[src/rtl/uart_pkg.sv]
// Shared UART definitions: receiver FSM states, parity codes, oversampling ratios
// and small helpers common to uart_rx and uart_tx.
package uart_pkg;

  typedef enum logic [2:0] {
    ST_IDLE   = 3'd0,
    ST_START  = 3'd1,
    ST_DATA   = 3'd2,
    ST_PARITY = 3'd3,
    ST_STOP   = 3'd4
  } rx_state_e;

  localparam logic [1:0] PAR_NONE = 2'b00;
  localparam logic [1:0] PAR_EVEN = 2'b01;
  localparam logic [1:0] PAR_ODD  = 2'b10;

  localparam int OSR_NORMAL = 16;
  localparam int OSR_U2X    = 8;

  // Legal word lengths are 5..9; anything else falls back to 8 bits.
  function automatic logic [3:0] word_len_clamp(input logic [3:0] wl);
    logic [3:0] res;
    if ((wl >= 4'd5) && (wl <= 4'd9)) begin
      res = wl;
    end else begin
      res = 4'd8;
    end
    return res;
  endfunction

  function automatic logic majority3(input logic a, input logic b, input logic c);
    return (a & b) | (a & c) | (b & c);
  endfunction

  // acc is the XOR of the data bits; pbit is the received parity bit.
  function automatic logic parity_mismatch(input logic [1:0] mode, input logic acc,
                                           input logic pbit);
    logic res;
    case (mode)
      PAR_EVEN: res = acc ^ pbit;
      PAR_ODD:  res = ~(acc ^ pbit);
      default:  res = 1'b0;
    endcase
    return res;
  endfunction

endpackage

[src/rtl/uart_rx_sampler.sv]
// Line front end for uart_rx: synchronizer, falling-edge detect and a 3-sample
// majority vote built from two captured samples plus the live synchronized value.
module uart_rx_sampler
  import uart_pkg::*;
#(
  parameter int SYNC_STAGES = 2
) (
  input  logic clk,
  input  logic rst,
  input  logic clr,
  input  logic rx,
  input  logic sample_a,
  input  logic sample_b,
  output logic rx_sync,
  output logic fall_edge,
  output logic vote
);

  logic [SYNC_STAGES-1:0] sync_r;
  logic                   prev_r;
  logic                   samp_a_r;
  logic                   samp_b_r;

  // Synchronizer chain, edge history and the two early vote samples; all idle high.
  always_ff @(posedge clk or posedge rst) begin
    if (rst) begin
      sync_r   <= {SYNC_STAGES{1'b1}};
      prev_r   <= 1'b1;
      samp_a_r <= 1'b1;
      samp_b_r <= 1'b1;
    end else if (clr) begin
      sync_r   <= {SYNC_STAGES{1'b1}};
      prev_r   <= 1'b1;
      samp_a_r <= 1'b1;
      samp_b_r <= 1'b1;
    end else begin
      sync_r <= {sync_r[SYNC_STAGES-2:0], rx};
      prev_r <= sync_r[SYNC_STAGES-1];
      if (sample_a) begin
        samp_a_r <= sync_r[SYNC_STAGES-1];
      end
      if (sample_b) begin
        samp_b_r <= sync_r[SYNC_STAGES-1];
      end
    end
  end

  assign rx_sync   = sync_r[SYNC_STAGES-1];
  assign fall_edge = prev_r & ~rx_sync;
  assign vote      = majority3(samp_a_r, samp_b_r, rx_sync);

endmodule

[src/rtl/uart_rx.sv]
// Oversampling UART receiver: 5..9 data bits, optional parity, single-entry
// receive buffer with frame, parity and overrun reporting.
module uart_rx
  import uart_pkg::*;
#(
  parameter int MAX_WORD_LEN = 9,
  parameter int SYNC_STAGES  = 2
) (
  input  logic                    clk,
  input  logic                    rst,
  input  logic                    rxen,
  input  logic                    rx,
  input  logic [3:0]              wordlen,
  input  logic [1:0]              parity,
  input  logic                    stopbits,
  input  logic                    u2x,
  input  logic                    rd,
  output logic [MAX_WORD_LEN-1:0] data,
  output logic                    buffull,
  output logic                    frame_err,
  output logic                    parity_err,
  output logic                    overrun
);

  rx_state_e               state_r;
  logic [3:0]              tick_r;
  logic [3:0]              bitcnt_r;
  logic [3:0]              wl_r;
  logic [1:0]              par_r;
  logic                    u2x_r;
  logic [MAX_WORD_LEN-1:0] shift_r;
  logic                    par_acc_r;
  logic                    par_bit_r;
  logic [MAX_WORD_LEN-1:0] data_r;
  logic                    buffull_r;
  logic                    fe_r;
  logic                    pe_r;
  logic                    ovr_r;

  logic                    rx_sync_s;
  logic                    fall_s;
  logic                    vote_s;
  logic [3:0]              last_tick_s;
  logic [3:0]              mid_s;
  logic                    sample_a_s;
  logic                    sample_b_s;
  logic                    decide_s;
  logic                    bit_end_s;
  logic                    par_en_s;
  logic                    complete_s;
  logic [3:0]              shamt_s;
  logic [MAX_WORD_LEN-1:0] word_s;
  logic                    pe_new_s;
  logic                    unused_s;

  uart_rx_sampler #(
    .SYNC_STAGES(SYNC_STAGES)
  ) u_sampler (
    .clk      (clk),
    .rst      (rst),
    .clr      (~rxen),
    .rx       (rx),
    .sample_a (sample_a_s),
    .sample_b (sample_b_s),
    .rx_sync  (rx_sync_s),
    .fall_edge(fall_s),
    .vote     (vote_s)
  );

  // The second stop bit is never waited for, so stopbits has no effect on reception.
  assign unused_s = ^{stopbits, rx_sync_s};

  // Tick decoding against the latched oversampling ratio, and word extraction.
  always_comb begin
    if (u2x_r) begin
      last_tick_s = 4'(OSR_U2X - 1);
      mid_s       = 4'(OSR_U2X / 2);
    end else begin
      last_tick_s = 4'(OSR_NORMAL - 1);
      mid_s       = 4'(OSR_NORMAL / 2);
    end
    sample_a_s = (tick_r == (mid_s - 4'd1));
    sample_b_s = (tick_r == mid_s);
    decide_s   = (state_r != ST_IDLE) && (tick_r == (mid_s + 4'd1));
    bit_end_s  = (tick_r == last_tick_s);
    par_en_s   = (par_r == PAR_EVEN) || (par_r == PAR_ODD);
    complete_s = (state_r == ST_STOP) && decide_s;
    // New bits enter at the MSB, so the word sits in the top wl_r bits.
    shamt_s    = 4'(MAX_WORD_LEN) - wl_r;
    word_s     = shift_r >> shamt_s;
    if (par_en_s) begin
      pe_new_s = parity_mismatch(par_r, par_acc_r, par_bit_r);
    end else begin
      pe_new_s = 1'b0;
    end
  end

  // Deframing FSM: tick counter, bit counter, shift register and parity accumulator.
  always_ff @(posedge clk or posedge rst) begin
    if (rst) begin
      state_r   <= ST_IDLE;
      tick_r    <= 4'd0;
      bitcnt_r  <= 4'd0;
      wl_r      <= 4'd8;
      par_r     <= PAR_NONE;
      u2x_r     <= 1'b0;
      shift_r   <= '0;
      par_acc_r <= 1'b0;
      par_bit_r <= 1'b0;
    end else if (!rxen) begin
      state_r   <= ST_IDLE;
      tick_r    <= 4'd0;
      bitcnt_r  <= 4'd0;
      wl_r      <= 4'd8;
      par_r     <= PAR_NONE;
      u2x_r     <= 1'b0;
      shift_r   <= '0;
      par_acc_r <= 1'b0;
      par_bit_r <= 1'b0;
    end else begin
      if ((state_r != ST_IDLE) && bit_end_s) begin
        tick_r <= 4'd0;
      end else if (state_r != ST_IDLE) begin
        tick_r <= tick_r + 4'd1;
      end
      case (state_r)
        ST_IDLE: begin
          if (fall_s) begin
            // The edge cycle itself is tick 0 of the start bit.
            state_r   <= ST_START;
            tick_r    <= 4'd1;
            bitcnt_r  <= 4'd0;
            par_acc_r <= 1'b0;
            wl_r      <= word_len_clamp(wordlen);
            par_r     <= parity;
            u2x_r     <= u2x;
          end
        end
        ST_START: begin
          if (decide_s && vote_s) begin
            state_r <= ST_IDLE;
            tick_r  <= 4'd0;
          end else if (bit_end_s) begin
            state_r <= ST_DATA;
          end
        end
        ST_DATA: begin
          if (decide_s) begin
            shift_r   <= {vote_s, shift_r[MAX_WORD_LEN-1:1]};
            par_acc_r <= par_acc_r ^ vote_s;
            bitcnt_r  <= bitcnt_r + 4'd1;
          end
          if (bit_end_s && (bitcnt_r == wl_r)) begin
            state_r <= par_en_s ? ST_PARITY : ST_STOP;
          end
        end
        ST_PARITY: begin
          if (decide_s) begin
            par_bit_r <= vote_s;
          end
          if (bit_end_s) begin
            state_r <= ST_STOP;
          end
        end
        ST_STOP: begin
          if (decide_s) begin
            state_r <= ST_IDLE;
            tick_r  <= 4'd0;
          end
        end
        default: begin
          state_r <= ST_IDLE;
          tick_r  <= 4'd0;
        end
      endcase
    end
  end

  // Single-entry receive buffer; a read in the completion cycle frees room first.
  always_ff @(posedge clk or posedge rst) begin
    if (rst) begin
      data_r    <= '0;
      buffull_r <= 1'b0;
      fe_r      <= 1'b0;
      pe_r      <= 1'b0;
      ovr_r     <= 1'b0;
    end else if (!rxen) begin
      data_r    <= '0;
      buffull_r <= 1'b0;
      fe_r      <= 1'b0;
      pe_r      <= 1'b0;
      ovr_r     <= 1'b0;
    end else if (complete_s) begin
      if (!buffull_r || rd) begin
        data_r    <= word_s;
        fe_r      <= ~vote_s;
        pe_r      <= pe_new_s;
        buffull_r <= 1'b1;
        ovr_r     <= 1'b0;
      end else begin
        ovr_r <= 1'b1;
      end
    end else if (rd && buffull_r) begin
      buffull_r <= 1'b0;
      ovr_r     <= 1'b0;
      fe_r      <= 1'b0;
      pe_r      <= 1'b0;
    end
  end

  assign data       = data_r;
  assign buffull    = buffull_r;
  assign frame_err  = fe_r;
  assign parity_err = pe_r;
  assign overrun    = ovr_r;

endmodule

[config.mk]
export PLATFORM = sky130hd
export DESIGN_NAME = uart_rx
export DESIGN_NICKNAME = d
export VERILOG_FILES = /design/src/rtl/uart_pkg.sv /design/src/rtl/uart_rx_sampler.sv /design/src/rtl/uart_rx.sv
export SDC_FILE = /design/constraint.sdc
export NUM_CORES = 1
export LEC_CHECK = 0
export BUFFER_PORTS_ARGS = -buffer_cell sky130_fd_sc_hd__clkbuf_2
export CAP_MARGIN = 20
export CELL_PAD_IN_SITES_DETAIL_PLACEMENT = 1
export CELL_PAD_IN_SITES_GLOBAL_PLACEMENT = 2
export CORE_MARGIN = 3
export CORE_UTILIZATION = 38
export DETAILED_ROUTE_END_ITERATION = 12
export PLACE_DENSITY_LB_ADDON = 0.1
export SLEW_MARGIN = 30
export SYNTH_ARGS = -nofsm -noshare
export SYNTH_HDL_FRONTEND = slang
export SYNTH_SLANG_ARGS = --single-unit
[constraint.sdc]
create_clock -name clk -period 2.7 [get_ports clk]
set_input_delay 0.135 -clock clk [delete_from_list [all_inputs] [get_ports clk]]
set_output_delay 0.135 -clock clk [all_outputs]
set_load 0.01 [all_outputs]
==> metrics.txt, run 1 <==
Congestion Overflow GR=0; Routed WL per cell=between 15 and 20 um; Pins Over Slew Limit=0; core region area=around 6900 um^2; remaining antenna violation count=0; DRC viols=0; CTS H-tree depth=2; first-pass GRT wire length=11,200 um; CP Launch Type=register; Setup Skew=5.62 ps; slowest CP cell=dfrtp_1; clock power share=0.296; Starting Density=0.402; Die Span X=91.7 um; final hold violations=0; Post-CTS Setup Bufs=0; top post-synthesis cells by count=41 x dfrtp_1, 30 x nand2_1, 19 x mux2i_1; Placement Rows=30; top-count cell post-synth=dfrtp_1; hold path depth=2; EDFF count, synth=0; Tcrit/Tclk final=0.793; Syn Area/Cell=9.82 um^2; final setup fails=0; sequential area share after synthesis=0.424; initial antenna violation count=0; clk_lat worst skew=around 300 ps; delay of the slowest critical-path stage=420 ps; leading post-synthesis cells by cell area=dfrtp_1 37%, mux2i_1 6.8%, dfstp_2 5.7%; wire length on met2=2750 um; Avg Vias per Cell=5.25; worst slack, placed=591 ps; Post-Syn Nets=304; Slew HR=0.594; status=finished, final reports clean; final net count=321; main flop type after synthesis=dfrtp_1; I/O pins=26; reg-to-reg slack, setup=560 ps; pwr dens=476 nW/um^2; vias in the first global route=2,141; drt pass-1 iters=4; Layout area overhead=9.46%; Hold WC Path Type=input pin to register; achievable frequency=around 470 MHz; Crit. End Element=register; final critical-path setup slack=559 ps; Endpoint, Worst Hold=u_sampler.sync_r[0]; total power=1.45 mW; DP HPWL=about 4700 um; Crit Path Category=register to register; actual slew at the worst max-slew pin=609 ps; hold_sp=rx; IO buf count=24; Chip Height=approximately 92 um; critical path data arrival time=2340 ps; top cell type's share of synthesized area=0.368; CTS Root Cell=clkbuf_8; synth unique cells=between 50 and 60; fin cells=398; Synth Register Bits=47; Final Instance Area=3050 um^2; Reg2Reg Capture Point=state_r[0]; Synth area leader=dfrtp_1; CTS tree=done; P_sw=roughly 450 uW; post-place instance area=2960 um^2; Cells after Synth=284; layout cells sized above 1=0.182; Gate power share=0.177; Flop pwr share=0.527; gp weighted congestion=0.759; synthesis warning total=0; CTS Buf Count=5; CTS Sinks=47; largest net degree at the start of global routing=48; clock buffer depth=2; post-CTS sizing=0; reg2reg start=tick_r[1]; post-route minimum period=2140 ps; RSZ-0062 raised after global routing=false; asr flop ratio synth=1.00; met3 wire length=184 um; dpl cells=around 400; hold_buf cts=1; Worst-path clk slew=90 ps; Total GRT Usage=0.165; Vias=2,090; CP delay by family, top=compound AO/OA/AOI/OAI gates; worst-path cell chain=inv_1 > ha_1 > and4b_1 > nor3b_2 > a311o_1 > a21boi_1 > mux2_1; sw frac=0.308; leakage=1.36 nW; Post-Route WL=6460 um; FF-to-FF path depth=7; max layer used=met4; wl on met1=3450 um; Post-Syn Area=2790 um^2; die area=8410 um^2; Initial DRC Count=116; CP max FO=6; CP Data Required Time=2900 ps; diodes inserted=0; max-cap viol count=0; WP buf/inv=1; cell-internal power=between 1 and 1.5 mW; IR Drop Worst-Case VDD=0.000188 V; setup TNS=0 ps
==> worst max path at each step <==
| stage | start | to | slack, ps | cells past startpoint |
|---|---|---|---|---|
| after floorplan | tick_r[0] | data[1] | 770 | 7 |
| after global placement | tick_r[1] | state_r[0] | 590 | 7 |
| after detailed placement | tick_r[1] | state_r[0] | 590 | 7 |
| after CTS | tick_r[1] | state_r[0] | 560 | 7 |
| after global routing | tick_r[1] | state_r[0] | 400 | 7 |
| final | tick_r[1] | state_r[0] | 560 | 7 |
==> state kept, by name (all words and copies together) (netlist names), 2 cells and up <==
| register | cells |
|---|---|
| state_r | 3 |
| bitcnt_r | 4 |
| par_r | 2 |
| data | 9 |
| shift_r | 9 |
| wl_r | 4 |
| u_sampler.sync_r | 2 |
| tick_r | 4 |
==> power by group through the flow <==
stage,Sequential [mW],Combinational [mW],Clock (mW)
detailed placement,0.780,0.254,0
global placement,0.778,0.253,0
CTS,0.767,0.259,0.444
global route,0.773,0.291,0.479
finish,0.766,0.258,0.430
floorplan,0.753,0.213,0
==> layout by cell type (no fill, tap or decap), types with 7 or more instances in the layout <==
| master | count |
|---|---|
| a21boi_0 | 8 |
| clkbuf_2 | 24 |
| dfrtp_1 | 41 |
| ha_1 | 7 |
| inv_1 | 10 |
| mux2i_1 | 19 |
| nand2_1 | 30 |
| nand3_1 | 14 |
| nor2_1 | 13 |
| nor2b_1 | 17 |
| o21ai_0 | 11 |
==> cells by family (layout without fill, tap and decap cells) <==
group / count (synthesis) / in the layout / share of synthesized area
adders and majority gates: 8 / 8 / 0.0350
AOI/OAI and AO/OA: 54 / 54 / 0.143
and+or+nand+nor: 107 / 107 / 0.210
xor gates and xnor gates: 11 / 11 / 0.0345
buffers and inverters: 29 / 47 / 0.0493
DFF: 47 / 47 / 0.424
muxes: 28 / 28 / 0.104
==> metal layers <==
metal	global-route usage	up-vias
li1	-	1029
met1	0.260	1024
met2	0.233	30
met3	0.0279	7
met4	0.0396	0
met5	0	-
==> metrics by stage <==
stage	hold WS, ps	util
after global placement	328	0.426
after global routing	18.5	0.440
after detailed placement	250	0.426
after floorplan	245	-
after CTS	12.8	0.440
final	14.8	0.440
==> area by class of cell <==
cell class,count,area (um^2)
clock buffer,6,72.6
tap,96,120
multi-input combinational,208,1470
fill,808,3890
clock inverter,2,12.5
timing repair buffer,28,153
inverter,11,43.8
sequential,47,1180
Note: power is estimated with default switching activity, not from simulation.
==> inputs of run 2 (changes only) <==
- clock period: 2.7 -> 2.1 ns (I/O delays scaled with it)
==> run 2 against run 1 <==
Compared with the run above: clock power rose by 31%; total power rose by 34%; combinational power rose by 59%; worst hold slack improved by 3.4 ps; critical path depth did not move; register-to-register slack got worse by 470 ps; sequential share of layout area fell by 2.1 points; design area rose by 5.7%; non-clock buffer count rose by 18.
==> metrics.txt, run 2 (same netlist as run 1, synthesis figures left out) <==
DRC viols=0 (unchanged); critical path data arrival time=2210 ps (-130 ps); clk_lat worst skew=310 ps (about the same); CP Launch Type=register; Layout area overhead=15.7%; CP Data Required Time=2300 ps (-600 ps); diodes inserted=0 (unchanged); Placement Rows=30 (unchanged); Endpoint, Worst Hold=par_r[1]; leakage=1.46 nW (+7.5%); hold_ws=18.2 ps (+3.44 ps); Initial DRC Count=116 (unchanged); hold_sp=parity[1]; CTS tree=done; gp weighted congestion=0.803 (+5.7%); final hold violations=0 (unchanged); Vias=2,166 (+3.6%); max-cap viol count=0 (unchanged); Setup Skew=6.45 ps (+0.829 ps); actual slew at the worst max-slew pin=580 ps (-28.5 ps); Flop pwr share=0.500 (-0.027); first-pass GRT wire length=11,600 um (+3.6%); Final Instance Area=3230 um^2 (+5.7%); hold path depth=3 (+1); initial antenna violation count=0 (unchanged); CTS Buf Count=5 (unchanged); vias in the first global route=2,245 (+4.9%); Pins Over Slew Limit=0 (unchanged); DP HPWL=5010 um (+7.4%); dpl cells=405 (+4.1%); drt pass-1 iters=4 (unchanged); fin cells=416 (+4.5%); Gate power share=0.211 (+0.034); post-place instance area=3100 um^2 (+4.8%); FF-to-FF path depth=7 (unchanged); most frequent cells in the layout=41 x dfrtp_1, 30 x nand2_1, 24 x clkbuf_2; P_sw=602 uW (+34%); I/O pins=26 (unchanged); remaining antenna violation count=0 (unchanged); reg2reg start=tick_r[1]; layout cells sized above 1=0.234 (+0.0523); Crit. End Element=register; commonest non-fill, non-tap cell in the layout=dfrtp_1; Tcrit/Tclk final=0.957 (+0.164); post-route minimum period=2010 ps (-131 ps); reg-to-reg slack, setup=90 ps (-470 ps); CP max FO=6 (unchanged); Post-Route WL=6800 um (+5.2%); core region area=6940 um^2 (unchanged); final net count=339 (+5.6%); Reg2Reg Capture Point=state_r[0]; sw frac=0.309 (+0.000619); Avg Vias per Cell=5.21 (-0.85%); pwr dens=605 nW/um^2 (+27%); Routed WL per cell=16.4 um (+0.69%); worst slack, placed=77.4 ps (-513 ps); Chip Height=91.7 um (unchanged); Congestion Overflow GR=0 (unchanged); Hold WC Path Type=input pin to register; largest net degree at the start of global routing=33 (-31%); Total GRT Usage=0.172 (+0.00716); RSZ-0062 raised after global routing=false; status=finished, final reports clean; clock power share=0.290 (-0.006); cell-internal power=1.35 mW (+34%); IR Drop Worst-Case VDD=0.000242 V (+29%); IO buf count=24 (unchanged); CTS H-tree depth=2 (unchanged); final setup fails=0 (unchanged); die area=8410 um^2 (unchanged); Slew HR=0.613 (+0.0190); final critical-path setup slack=90.2 ps (-469 ps); CTS Sinks=47 (unchanged); setup TNS=0 ps (unchanged); achievable frequency=498 MHz (+6.5%); Starting Density=0.402 (unchanged); Crit Path Category=register to register; Die Span X=91.7 um (unchanged); clock buffer depth=2 (unchanged); CTS Root Cell=clkbuf_8; Worst-path clk slew=90 ps (about the same)
-- run 2: cell types whose count changed in the layout (fill, tap and decap cells not counted), sizes merged --
cell,before,now
buf,3,20
dlygate4sd3,1,2
-- run 2: through the flow --
step           power, mW   util
2_1_floorplan       1.24      -
4_1_cts             1.97  0.462
3_5_place_dp        1.39  0.447
5_1_grt             2.07  0.465
3_3_place_gp        1.39  0.447
6_report            1.95  0.465
-- run 2: layout make-up --
class / count / area, um^2
Clock buffer: 6 / 72.6
Timing Repair Buffer: 46 / 315
Fill cell: 832 / 3720
Sequential cell: 47 / 1180
Inverter: 11 / 41.3
Clock inverter: 2 / 12.5
Tap cell: 96 / 120
Multi-Input combinational cell: 208 / 1480
-- run 2: how the worst max path moves through the flow --
stage / from / endpoint
5_1_grt: tick_r[1] / state_r[0]
6_report: tick_r[1] / state_r[0]
2_1_floorplan: tick_r[0] / data[1]
4_1_cts: tick_r[1] / state_r[0]
3_5_place_dp: tick_r[1] / state_r[0]
3_3_place_gp: tick_r[1] / state_r[0]
-- run 2: power by group through the flow --
stage	Combinational, mW	Clock [mW]	Sequential (mW)
CTS	0.405	0.589	0.976
floorplan	0.273	0	0.969
global placement	0.395	0	0.990
global route	0.465	0.624	0.980
finish	0.411	0.565	0.975
detailed placement	0.398	0	0.995
-- run 2: worst max-delay path, cell delays in order (launching register included) --
cell and delay, ps:
dfrtp_1 410, inv_1 80, ha_1 160, and4bb_4 310, nor3b_2 80, a311o_1 340, a21boi_1 170, mux2_1 340
-- run 2: metal layers --
layer  global-route usage  wire length [um]  vias to the layer above
li1                     -                 -                     1066
met1                0.269              3680                     1058
met2                0.245              2830                       36
met3               0.0279               220                        6
met4               0.0421                69                        0
met5                    0                 0                        -
-- run 2: what timing repair did --
action | in CTS | in global routing
hold endpoints to repair | 22 | 0
hold buffers | 2 | 0
gates resized for setup | 0 | 3
setup endpoints to repair | 0 | 9
buffers inserted | 0 | 1
==> inputs of run 3 (changes only) <==
- PLACE_DENSITY: not set -> 0.83
- PLACE_DENSITY_LB_ADDON: 0.1 -> not set
==> run 3 against run 2 <==
Compared with the run above: sequential power is essentially flat; sequential share of layout area grew 0.50 points; final cell count shrank 0.96%; critical path type unchanged; critical endpoint unchanged; via count shrank 0.14%; register-to-register slack is essentially flat.
==> metrics.txt, run 3 (same netlist as run 1, synthesis figures left out) <==
Slew HR=0.590 (-0.0237); Die Span X=91.7 um (unchanged); post-place instance area=3050 um^2 (-1.6%); Pins Over Slew Limit=0 (unchanged); RSZ-0062 raised after global routing=false; most frequent cells in the layout=41 x dfrtp_1, 30 x nand2_1, 24 x clkbuf_2; Post-Route WL=6570 um (-3.4%); Chip Height=91.7 um (unchanged); reg2reg start=tick_r[1]; Setup Skew=9.95 ps (+3.50 ps); Initial DRC Count=82 (-29%); Vias=2,163 (-0.14%); pwr dens=608 nW/um^2 (+0.51%); CTS tree=done; status=finished, final reports clean; Worst-path clk slew=100 ps (about the same); achievable frequency=499 MHz (+0.33%); final critical-path setup slack=96.9 ps (+6.66 ps); layout cells sized above 1=0.225 (-0.00969); crit path to=state_r[0]; I/O pins=26 (unchanged); DP HPWL=4740 um (-5.5%); commonest non-fill, non-tap cell in the layout=dfrtp_1; Starting Density=0.402 (unchanged); largest net degree at the start of global routing=48 (+45%); Reg2Reg Capture Point=state_r[0]; Setup crit start=tick_r[1]; gp weighted congestion=0.744 (-7.2%); CP Data Required Time=2290 ps (about the same); IO buf count=24 (unchanged); final net count=335 (-1.2%); actual slew at the worst max-slew pin=616 ps (+35.5 ps); max-cap viol count=0 (unchanged); DRC viols=0 (unchanged); CP Launch Type=register; CP max FO=5 (-1); core region area=6940 um^2 (unchanged); clock buffer depth=2 (unchanged); Placement Rows=30 (unchanged); Final Instance Area=3180 um^2 (-1.4%); Hold WC Path Type=input pin to register; CTS Buf Count=5 (unchanged); total power=1.93 mW (-0.85%); critical path data arrival time=2190 ps (-20 ps); Crit Path Category=register to register; CTS Root Cell=clkbuf_8; diodes inserted=0 (unchanged); Congestion Overflow GR=0 (unchanged); drt pass-1 iters=4 (unchanged); Crit. End Element=register; final core utilization=0.458 (-0.00631); Routed WL per cell=15.9 um (-2.5%); IR Drop Worst-Case VDD=0.000293 V (+21%); first-pass GRT wire length=11,500 um (-1.2%); Total GRT Usage=0.167 (-0.00504); FF-to-FF path depth=7 (unchanged); leakage=1.44 nW (-1.3%); die area=8410 um^2 (unchanged); CTS Sinks=47 (unchanged); clk_lat worst skew=300 ps (about the same); reg-to-reg slack, setup=100 ps (about the same); final setup fails=0 (unchanged); setup TNS=0 ps (unchanged); worst slack, placed=48.8 ps (-28.6 ps); vias in the first global route=2,298 (+2.4%); final hold violations=0 (unchanged); CTS H-tree depth=2 (unchanged); post-route minimum period=2000 ps (-6.66 ps); remaining antenna violation count=0 (unchanged); Tcrit/Tclk final=0.954 (-0.00317); initial antenna violation count=0 (unchanged); Layout area overhead=14.1%; Avg Vias per Cell=5.25 (+0.83%)
==> run 3: final cells by class <==
cell class	count	area (um^2)
clock buffers	5	68.8
clock inverters	3	22.5
fillers	802	3760
inverters	11	41.3
multi-input cells	208	1470
flip-flops and latches	47	1180
well taps	96	120
repair buffers	42	273
==> run 3: per-stage QoR <==
| step | cells | hold WS [ps] |
|---|---|---|
| 2_1_floorplan | 284 | 215 |
| 3_3_place_gp | 400 | 291 |
| 3_5_place_dp | 400 | 300 |
| 4_1_cts | 410 | 13.9 |
| 5_1_grt | 412 | 47.4 |
| 6_report | 412 | 13.6 |
==> run 3: critical path, cell delays in order (launching register included) <==
cell,delay (ps)
dfrtp_1,400
inv_1,80
ha_1,180
and4bb_4,310
nor3b_2,70
a311o_1,340
a21boi_1,180
mux2_1,330
==> run 3: worst min-delay path by stage <==
stage / cells past startpoint / startpoint / endpoint / slack [ps]
after floorplan: 1 / rx / u_sampler.sync_r[0] / 220
after global placement: 3 / rst / tick_r[3] / 290
after detailed placement: 3 / rst / tick_r[3] / 300
after CTS: 3 / parity[0] / par_r[0] / 10
after global routing: 3 / u2x / u2x_r / 50
final: 3 / u2x / u2x_r / 10
==> run 3: repair_timing <==
action	CTS	global route
setup buffers	0	2
gates resized for setup	0	2
endpoints found under the setup margin	0	5
endpoints found under the hold margin	42	0
hold buffers	2	0
==> run 3: power by group <==
part	internal, mW	total, mW	switching, mW
Clock	0.242	0.583	0.341
Sequential	0.935	0.974	0.0389
Combinational	0.153	0.377	0.224
Total	1.33	1.93	0.604
==> run 3: metal layers <==
metal	vias to the layer above	GRT usage	part of all wire
met5	-	0	0
met4	0	0.0396	0.010
met3	8	0.0254	0.021
met2	25	0.273	0.48
met1	1068	0.233	0.49
li1	1062	-	-
